==> src/rtl/directive_fifo.sv <==
// directive_fifo: single-clock valid/ready FIFO with show-ahead read data
// and optional saturating debug statistics (DIRECTIVE_FIFO_DBG).
module directive_fifo #(
    parameter int WIDTH     = 8,
    parameter int DEPTH     = 16,
    parameter int AF_THRESH = DEPTH - 2,
    parameter int CW        = $clog2(DEPTH + 1)
) (
    input  logic             clk,
    input  logic             rst,
    input  logic             wr_valid,
    output logic             wr_ready,
    input  logic [WIDTH-1:0] wr_data,
    output logic             rd_valid,
    input  logic             rd_ready,
    output logic [WIDTH-1:0] rd_data,
    output logic [CW-1:0]    count,
    output logic             almost_full
`ifdef DIRECTIVE_FIFO_DBG
    ,
    output logic [15:0]      drop_cnt,
    output logic [CW-1:0]    high_water
`endif
);

    localparam int PW = (DEPTH > 1) ? $clog2(DEPTH) : 1;

    logic [WIDTH-1:0] mem [DEPTH];
    logic [PW-1:0]    wr_ptr, rd_ptr;
    logic [CW-1:0]    count_nxt;
    logic             push, pop;

    // Handshake flags decode only registered state; a full FIFO never
    // accepts a write even when the head is being popped this cycle.
    assign wr_ready    = (count != CW'(DEPTH));
    assign rd_valid    = (count != '0);
    assign almost_full = (count >= CW'(AF_THRESH));
    assign push        = wr_valid && wr_ready;
    assign pop         = rd_valid && rd_ready;
    assign rd_data     = mem[rd_ptr];

    // Next occupancy: simultaneous push and pop leaves it unchanged.
    always_comb begin
        count_nxt = count;
        case ({push, pop})
            2'b10:   count_nxt = count + 1'b1;
            2'b01:   count_nxt = count - 1'b1;
            default: count_nxt = count;
        endcase
    end

    // Storage array; contents are deliberately not reset.
    always_ff @(posedge clk) begin
        if (push) mem[wr_ptr] <= wr_data;
    end

    // Pointers wrap by explicit compare so non-power-of-two depths work.
    always_ff @(posedge clk) begin
        if (rst) begin
            wr_ptr <= '0;
            rd_ptr <= '0;
            count  <= '0;
        end else begin
            if (push) wr_ptr <= (wr_ptr == PW'(DEPTH - 1)) ? '0 : wr_ptr + 1'b1;
            if (pop)  rd_ptr <= (rd_ptr == PW'(DEPTH - 1)) ? '0 : rd_ptr + 1'b1;
            count <= count_nxt;
        end
    end

`ifdef DIRECTIVE_FIFO_DBG
    // Refused-write counter saturates; high-water tracks peak next-state count.
    always_ff @(posedge clk) begin
        if (rst) begin
            drop_cnt   <= '0;
            high_water <= '0;
        end else begin
            if (wr_valid && !wr_ready && drop_cnt != 16'hFFFF)
                drop_cnt <= drop_cnt + 16'd1;
            if (count_nxt > high_water)
                high_water <= count_nxt;
        end
    end
`endif

endmodule

==> config.mk <==
export PLATFORM = sky130hd
export DESIGN_NAME = directive_fifo
export DESIGN_NICKNAME = d
export VERILOG_FILES = /design/src/rtl/directive_fifo.sv
export SDC_FILE = /design/constraint.sdc
export NUM_CORES = 1
export LEC_CHECK = 0
export CAP_MARGIN = 30
export CORE_UTILIZATION = 45
export DETAILED_ROUTE_END_ITERATION = 10
export PLACE_DENSITY = 0.69
export SLEW_MARGIN = 20
export SYNTH_ARGS = -nofsm -noshare
export SYNTH_HDL_FRONTEND = slang
export SYNTH_SLANG_ARGS = --single-unit
==> constraint.sdc <==
create_clock -name clk -period 2.7 [get_ports clk]
set_input_delay 0.27 -clock clk [delete_from_list [all_inputs] [get_ports clk]]
set_output_delay 0.27 -clock clk [all_outputs]
set_load 0.02 [all_outputs]
After elaboration in Yosys (flattened, before gate mapping)
Memories as Yosys holds them, arrays and structs flattened. A register that Yosys moved wholly into a read port is not among the register bits.
Index checks and enable logic that the tools add are counted.

storage, ports and cells
  flip-flop bits (word level) = 13
  bits in latches = 0
  bits in writable memories = 128
  memory bits (read-only) = 0
  bits of input ports = 12
  output and inout port bits = 16
  logic and storage cells = 25
  memories kept = 1

memories
  memory  depth  bits a word  rd ports  clocked after memory_dff  wr ports  line  RTL
  mem     16     8            1         1                         1         28    logic [WIDTH-1:0] mem [DEPTH];

cells by class
  add/sub/neg operators = 4
  multiply operators = 0
  div/mod/pow operators = 0
  order comparisons = 1
  equality and inequality tests = 5
  shift operators = 0
  muxes and demuxes = 7
  bitwise operators = 0
  reductions and logical operators = 4

operators by type and width
  kind                                                                number
  2-to-1 mux 4 bit                                                    4
  case mux 5 bit (2 select lines)                                     1
  adder 4 x 1 -> 4 bit (second input constant)                        2
  equality test 4 bit (second input constant)                         2
  adder 5 x 1 -> 5 bit (second input constant)                        1
  greater-or-equal comparator 5 x 4 -> 1 bit (second input constant)  1
  != test 5 bit (second input constant)                               1
  nonzero test 5 bit                                                  1
  subtractor 5 x 1 -> 5 bit (second input constant)                   1
  equality test 2 x 1 -> 1 bit (second input constant)                1
  equality test 2 bit (second input constant)                         1
  logical AND 1 bit                                                   2
  2-to-1 mux 1 bit                                                    2
  nonzero test 2 bit                                                  1

Depth between registers and ports, before layout
Gate-level depths: netlist of the first run.

  depth after elaboration = 4
  mapped depth = 12
  gate-level depth less buffers = 10

Worst setup path before layout of the first run
Ideal clock, no wire load.

  path kind = register to register
  start = register count[1]
  end = register count[4]
  library setup time = 0.064 ns
  arrival time = 2.771 ns
  required time = 2.636 ns
  path slack = -0.134 ns
  cell stages (with the launch flop) = 13
  path buffers = 2
  clock period less this slack = 2.834 ns
  path through = dfxtp_1 > buf_6 > or4_4 > o21ai_4 > inv_1 > ha_1 > buf_2 > xor2_1 > ha_1 > o21ai_0 > or3_1 > a2111o_1 > nand4_1

on the way
  word-level cells in the longest chain between the ends = 4
  elaborated cells on any way between the ends = 10
  classes of those cells = add/sub: 2; eq/ne: 3; mux: 1; reduce/logical: 4

RTL lines
  element                                                            line  RTL
  from (decl)                                                        17    output logic [CW-1:0] count,
  from (signal assigned)                                             66    count <= count_nxt;
  branches (longest 4 deep; another with subtractor 5 x 1 -> 5 bit)  --

Parallel ways; which one is timed is not known.
A chain may end at the register's enable or synchronous reset.

Worst setup path in the final report of the first run
Ends and elaborated chain as after synthesis.

==> flow_metrics.py, run 1 <==
metrics = {
    "timing": {
        "fin_worst_skew_ns": 0.00611,
        "fin_crit_sh_pct": 96.4,
        "setup_violations": 0,
        "drv_slew": 0,
        "fmax_mhz": 384,
        "hold_violations": 0,
        "min_period_ns": 2.60,
        "max_slew.worst_pin.slew_ns": 0.713,
        "worst_slack_ns": 0.0963,
        "fin_tns_setup_ns": 0,
        "relSlewSlack_pct": 52.3,
    },
    "pwr": {
        "leakagePower_nw": 2.44,
        "peakVddDrop_v": 0.000695,
        "power_density_mw_per_mm2": 977,
    },
    "layout": {
        "postLayoutCellArea_mm2": 0.00725,
        "layout.nets": 409,
        "layout_commonest_cell": "edfxtp_1",
        "final_cell_mix": "edfxtp_1 (128), mux4_2 (32), buf_4 (26)",
        "fillers": 964,
        "syn_to_final_growth_pct": 23.7,
        "drive_above_1_share_pct": 26.9,
        "post-route-util_pct": 57.2,
        "multiInputGateArea_mm2": 0.00161,
        "diodes": 0,
        "regArea_mm2": 0.00419,
    },
    "placement": {
        "routabilityCongestion": 0.773,
        "postPlaceCellArea_mm2": 0.00647,
        "pre_cts_slack_ns": 0.0218,
        "hpwl_mm": 7.27,
        "portBuffers": 27,
    },
    "outcome": {
        "run_status": "finished clean",
    },
    "drt": {
        "wl_met1_mm": 5.01,
        "drt_iter0_drc": 265,
        "ant_nets": 0,
        "top_signal_layer_used": "met4",
        "wl_met3_um": 583,
        "wl_mm": 11.9,
        "routedWlPerCell_um": 20.8,
        "first_pass_iters": 5,
        "viasPerCell": 5.54,
        "vias": 3176,
        "drc_errors": 0,
        "wl_met2_mm": 6.04,
    },
    "job": {
        "drv_cap": 0,
    },
    "clock_network": {
        "clockRootBuffer": "clkbuf_16",
        "cts_hold_buffers": 0,
        "cts_tree": "done",
        "cts.clk_slew.worst_paths_ns": 0.06,
        "cts.sinks": 145,
        "clock_path_buffers": 2,
        "clk_latency_ns": 0.41,
        "htreeDepth": 4,
        "cts_made_buffers": 17,
    },
    "worst_setup_path": {
        "cp-end-kind": "flip-flop",
        "start_kind": "flip-flop",
        "startpoint": "count[1]",
        "crit_arrival_ns": 2.96,
        "cp.required_ns": 3.06,
        "slowest_delay_ns": 0.56,
        "worstReg2RegStart": "count[1]",
        "crit_slowest_cell": "or4_4",
        "cp_cell_sequence": "or4_4 -> o21ai_4 -> inv_2 -> ha_4 -> xor2_2 -> ha_2 -> o21ai_1 -> or3_4 -> a2111o_1 -> nand4_1",
        "critPathMaxFanout": 8,
        "path_class": "flip-flop to flip-flop",
        "critPathTopFamily": "simple AND/OR/NAND/NOR gates",
        "path_buf_inv": 1,
    },
    "floorplan": {
        "die-area_mm2": 0.0135,
        "fp-row-count": 41,
        "die_w_um": 116,
        "initial_core_util_pct": 46.2,
        "die_h_um": 116,
        "io_pins": 28,
        "core-area_mm2": 0.0127,
    },
    "logic_synthesis": {
        "syn_area_per_cell_um2": 17.7,
        "netlist_instances": 331,
        "syn_area_mm2": 0.00586,
        "async_reset_ff_share_pct": 0,
        "synthFlopType": "edfxtp_1",
        "ys_warn_count": 0,
        "synthDistinctLibCells": 44,
        "ys_seq_area_share_pct": 71.4,
        "synth_nets": 352,
        "synth_edf_count": 128,
        "ys_ff_latch": 145,
    },
    "global_routing": {
        "track_usage_pct": 19.7,
        "grt_pass1_wl_mm": 18.5,
        "antenna_found_initial": 0,
        "grt-ovfl-total": 0,
        "first_global_vias": 3272,
        "grt_max_degree": 33,
    },
    "hold_path": {
        "hp-class": "flip-flop to flip-flop",
        "hold_start": "rd_ptr[0]",
    },
}
-- cell type report --
| class | instances | share of cell area (%) |
|---|---|---|
| Inverter | 6 | 0.311 |
| Clock buffer | 18 | 6.06 |
| Sequential cell | 145 | 57.8 |
| Timing Repair Buffer | 57 | 7.45 |
| Tap cell | 172 | 2.97 |
| Multi-Input combinational cell | 161 | 22.2 |
| Clock inverter | 14 | 3.26 |
-- sequential cells by signal, indices dropped and copies added, names as in the netlist, named ones only --
signal  count
rd_ptr      4
mem       128
count       5
wr_ptr      4
-- through the flow --
| step | std cells | hold slack, ns | total power, mW |
|---|---|---|---|
| 5_1_grt | 573 | 0.572 | 7.38 |
| 3_5_place_dp | 536 | 0.499 | 4.38 |
| 4_1_cts | 569 | 0.511 | 7.06 |
| 6_report | 573 | 0.516 | 7.08 |
| 2_1_floorplan | 331 | 0.369 | 3.83 |
| 3_3_place_gp | 536 | 0.491 | 4.35 |
-- where the power goes --
group | internal, mW | switching, mW
combinational | 0.907 | 0.873
clock | 1.75 | 0.882
sequential | 2.56 | 0.114
total | 5.21 | 1.87
-- what timing repair did --
item,in CTS,in global routing
gates resized for setup,11,4
endpoints found under the setup margin,9,1
pin swaps,0,4
cloned,1,0
buffers inserted,0,4
-- synth_stat cells, types with 3 or more instances --
cell type  number  area [um2]
buf_1           5        18.8
inv_1           6        22.5
edfxtp_1      128        3840
nand2_1        22        82.6
nand3_1         3        15.0
a21oi_1         5        25.0
nor3_1          6        30.0
mux4_2         32         721
buf_2           4        20.0
xor2_1          4        35.0
dfxtp_1        17         340
nor2_1         22        82.6
clkbuf_1        7        26.3
nand4_1         3        18.8
mux2i_1         4        40.0
o21ai_0         4        20.0
a22oi_1        16         120
nand2b_1        4        25.0
ha_1            9         113
-- final timing paths --
path / endpoint / slack, ns / depth (start not counted)
worst max-delay path: count[4] / 0.1 / 10
worst min-delay path: flip-flop / 0.52 / 2
worst max register to register: count[4] / 0.1 / 10
worst min register to register: flip-flop / 0.52 / 2
-- worst min-delay path, delay by kind of cell (launching register included) --
family | cells | cell delay (ns)
simple gates | 1 | 0.06
flops | 1 | 0.33
compound gates | 1 | 0.07
-- cells by family after synthesis --
| group | share of synthesized area, % |
|---|---|
| simple gates | 6.17 |
| flops | 71.4 |
| mux | 13.0 |
| xor+xnor | 0.747 |
| compound gates | 4.83 |
| fa+ha+maj | 1.92 |
| buf+inv | 1.94 |
-- per-layer routing --
metal	track usage, %	vias to the layer above
met2	32.0	94
met3	5.09	16
met5	0	-
met4	8.55	0
li1	-	1432
met1	25.1	1634
(Power assumes the default switching activity.)
==> inputs of run 2 (changes only) <==
--- a/config.mk
+++ b/config.mk
@@ -5,7 +5,7 @@
 export SDC_FILE = /design/constraint.sdc
 export NUM_CORES = 1
 export LEC_CHECK = 0
-export CAP_MARGIN = 30
+export CAP_MARGIN = 20
 export CORE_UTILIZATION = 45
 export DETAILED_ROUTE_END_ITERATION = 10
 export PLACE_DENSITY = 0.69
==> results of run 2 <==
Final layout, timing and power as in run 1 (identical DEF).
==> inputs of run 3 (changes only) <==
--- a/config.mk
+++ b/config.mk
@@ -8,7 +8,7 @@
 export CAP_MARGIN = 20
 export CORE_UTILIZATION = 45
 export DETAILED_ROUTE_END_ITERATION = 10
-export PLACE_DENSITY = 0.69
+export GPL_TIMING_DRIVEN = 0
 export SLEW_MARGIN = 20
 export SYNTH_ARGS = -nofsm -noshare
 export SYNTH_HDL_FRONTEND = slang
==> run 3 against run 2 <==
Against the previous run: the flow now finishes with violations (setup timing); largest power group unchanged; combinational power about the same; via count down 2.6%; global-route usage down 0.52 points; sequential share of layout area up 1.1 points; cell count down 1.2%; highest routed layer unchanged; worst hold slack worse by 0.21 ns; register-to-register slack worse by 0.10 ns; clock power down 9.1%; first-iteration DRC count up 11%.
==> flow_metrics.py, run 3 (same netlist as run 1, synthesis figures left out) <==
metrics = {
    "drt": {
        "drc_errors": 0,
        "vias": 3093,
        "wl_met2_mm": 5.79,
        "drt_iter0_drc": 294,
        "routedWlPerCell_um": 20.4,
        "wl_met3_um": 433,
        "first_pass_iters": 4,
        "top_signal_layer_used": "met4",
        "wl_met1_mm": 5.13,
        "wl_mm": 11.6,
        "ant_nets": 0,
        "viasPerCell": 5.46,
    },
    "floorplan": {
        "fp-row-count": 41,
        "core-area_mm2": 0.0127,
        "die_w_um": 116,
        "die-area_mm2": 0.0135,
        "initial_core_util_pct": 46.2,
        "io_pins": 28,
        "die_h_um": 116,
    },
    "timing": {
        "fin_worst_skew_ns": 0.00664,
        "worst_slack_ns": -0.00587,
        "relSlewSlack_pct": 34.1,
        "hold_violations": 0,
        "max_slew.worst_pin.slew_ns": 0.985,
        "rsz0062_at_grt": "yes",
        "fmax_mhz": 370,
        "fin_crit_sh_pct": 100,
        "setup_violations": 1,
        "fin_tns_setup_ns": -0.00587,
        "min_period_ns": 2.71,
        "drv_slew": 0,
    },
    "global_routing": {
        "first_global_vias": 3130,
        "grt_pass1_wl_mm": 17.8,
        "grt-ovfl-total": 0,
        "grt_max_degree": 17,
        "antenna_found_initial": 0,
        "track_usage_pct": 19.1,
    },
    "pwr": {
        "power_switching_mw": 1.85,
        "pwr-share-clk_pct": 35.0,
        "power_density_mw_per_mm2": 958,
        "peakVddDrop_v": 0.000567,
        "seqPwrFrac_pct": 39.1,
        "p_comb_share_pct": 25.9,
        "intPower_mw": 4.97,
        "p_sw_share_pct": 27.2,
        "leakagePower_nw": 2.39,
    },
    "layout": {
        "diodes": 0,
        "syn_to_final_growth_pct": 21.5,
        "layout.nets": 402,
        "layout_commonest_cell": "edfxtp_1",
        "regMostFlops": "mem",
        "post-route-util_pct": 56.2,
        "final_cell_mix": "edfxtp_1 (128), mux4_2 (32), nor2_1 (22), nand2_1 (22), clkdlybuf4s50_1 (18)",
        "largest_reg_flops": 128,
        "postLayoutCellArea_mm2": 0.00712,
        "drive_above_1_share_pct": 24.6,
        "reg_top3": "mem (128), count (5)",
    },
    "clock_network": {
        "clk_latency_ns": 0.42,
        "cts.clk_slew.worst_paths_ns": 0.06,
        "htreeDepth": 4,
        "clockRootBuffer": "clkbuf_16",
        "cts_hold_buffers": 0,
        "cts_made_buffers": 17,
        "cts.sinks": 145,
        "clock_path_buffers": 2,
        "cts_tree": "done",
    },
    "outcome": {
        "failed_checks": "setup timing",
        "run_status": "finished with violations",
    },
    "placement": {
        "pre_cts_slack_ns": -0.313,
        "hpwl_mm": 7.33,
        "routabilityCongestion": 0.767,
        "postPlaceCellArea_mm2": 0.00638,
        "portBuffers": 26,
    },
    "hold_path": {
        "hp-class": "input port to flip-flop",
    },
    "worst_setup_path": {
        "cp.required_ns": 3.06,
        "start_kind": "flip-flop",
        "crit_arrival_ns": 3.06,
        "path_class": "flip-flop to flip-flop",
        "cp-end-kind": "flip-flop",
        "critPathMaxFanout": 3,
    },
    "job": {
        "drv_cap": 0,
    },
}
[run 3: what timing repair did]
action                                  4_1_cts  5_1_grt
cloned                                        0        0
endpoints found under the setup margin       10       10
endpoints found under the hold margin         0        0
setup buffers                                 7        0
pin swaps                                     6        2
resized for setup                            21       12
[run 3: per-stage QoR]
step,hold slack [ns],instances,power [mW]
finish,0.307,566,6.82
floorplan,0.369,331,3.83
CTS,0.301,567,6.86
detailed placement,0.498,530,4.37
global route,0.364,566,7.13
global placement,0.499,529,4.34
[run 3: layout make-up]
cell class / count / area, um2
buffer: 16 / 109
clock buffer: 19 / 433
clock inverter: 13 / 168
fill: 1005 / 5550
inverter: 6 / 22.5
multi-input combinational: 161 / 1650
sequential: 145 / 4200
tap: 172 / 215
timing repair buffer: 34 / 325
[run 3: path summary, 6_finish.rpt]
check	end	cells past startpoint	startpoint	slack, ns
worst min register to register	rd_ptr[3]	2	rd_ptr[3]	0.51
worst max register to register	count[4]	11	count[0]	-0.006
worst max-delay path	count[4]	11	count[0]	-0.006
worst min-delay path	wr_ptr[3]	2	rst	0.31
[run 3: routing by layer]
| layer | global-route usage [%] | vias up |
|---|---|---|
| met5 | 0 | - |
| met4 | 7.95 | 0 |
| met3 | 5.09 | 16 |
| met2 | 30.1 | 64 |
| met1 | 25.5 | 1589 |
| li1 | - | 1424 |
[run 3: critical path, cell delays in order, from the launching register on]
cell and delay, ns:
dfxtp_4 0.36, or4_4 0.58, o21ai_4 0.16, inv_2 0.07, ha_4 0.16, buf_6 0.12
xor2_2 0.16, ha_2 0.20, o21ai_1 0.06, or3_4 0.34, a2111o_1 0.36, nand4_1 0.08
[run 3: power groups by stage]
stage	combinational (mW)	sequential (mW)	clock, mW
after floorplan	1.14	2.69	0
after global placement	1.68	2.66	0
after detailed placement	1.70	2.67	0
after CTS	1.79	2.65	2.42
after global routing	1.92	2.69	2.52
final	1.77	2.67	2.39
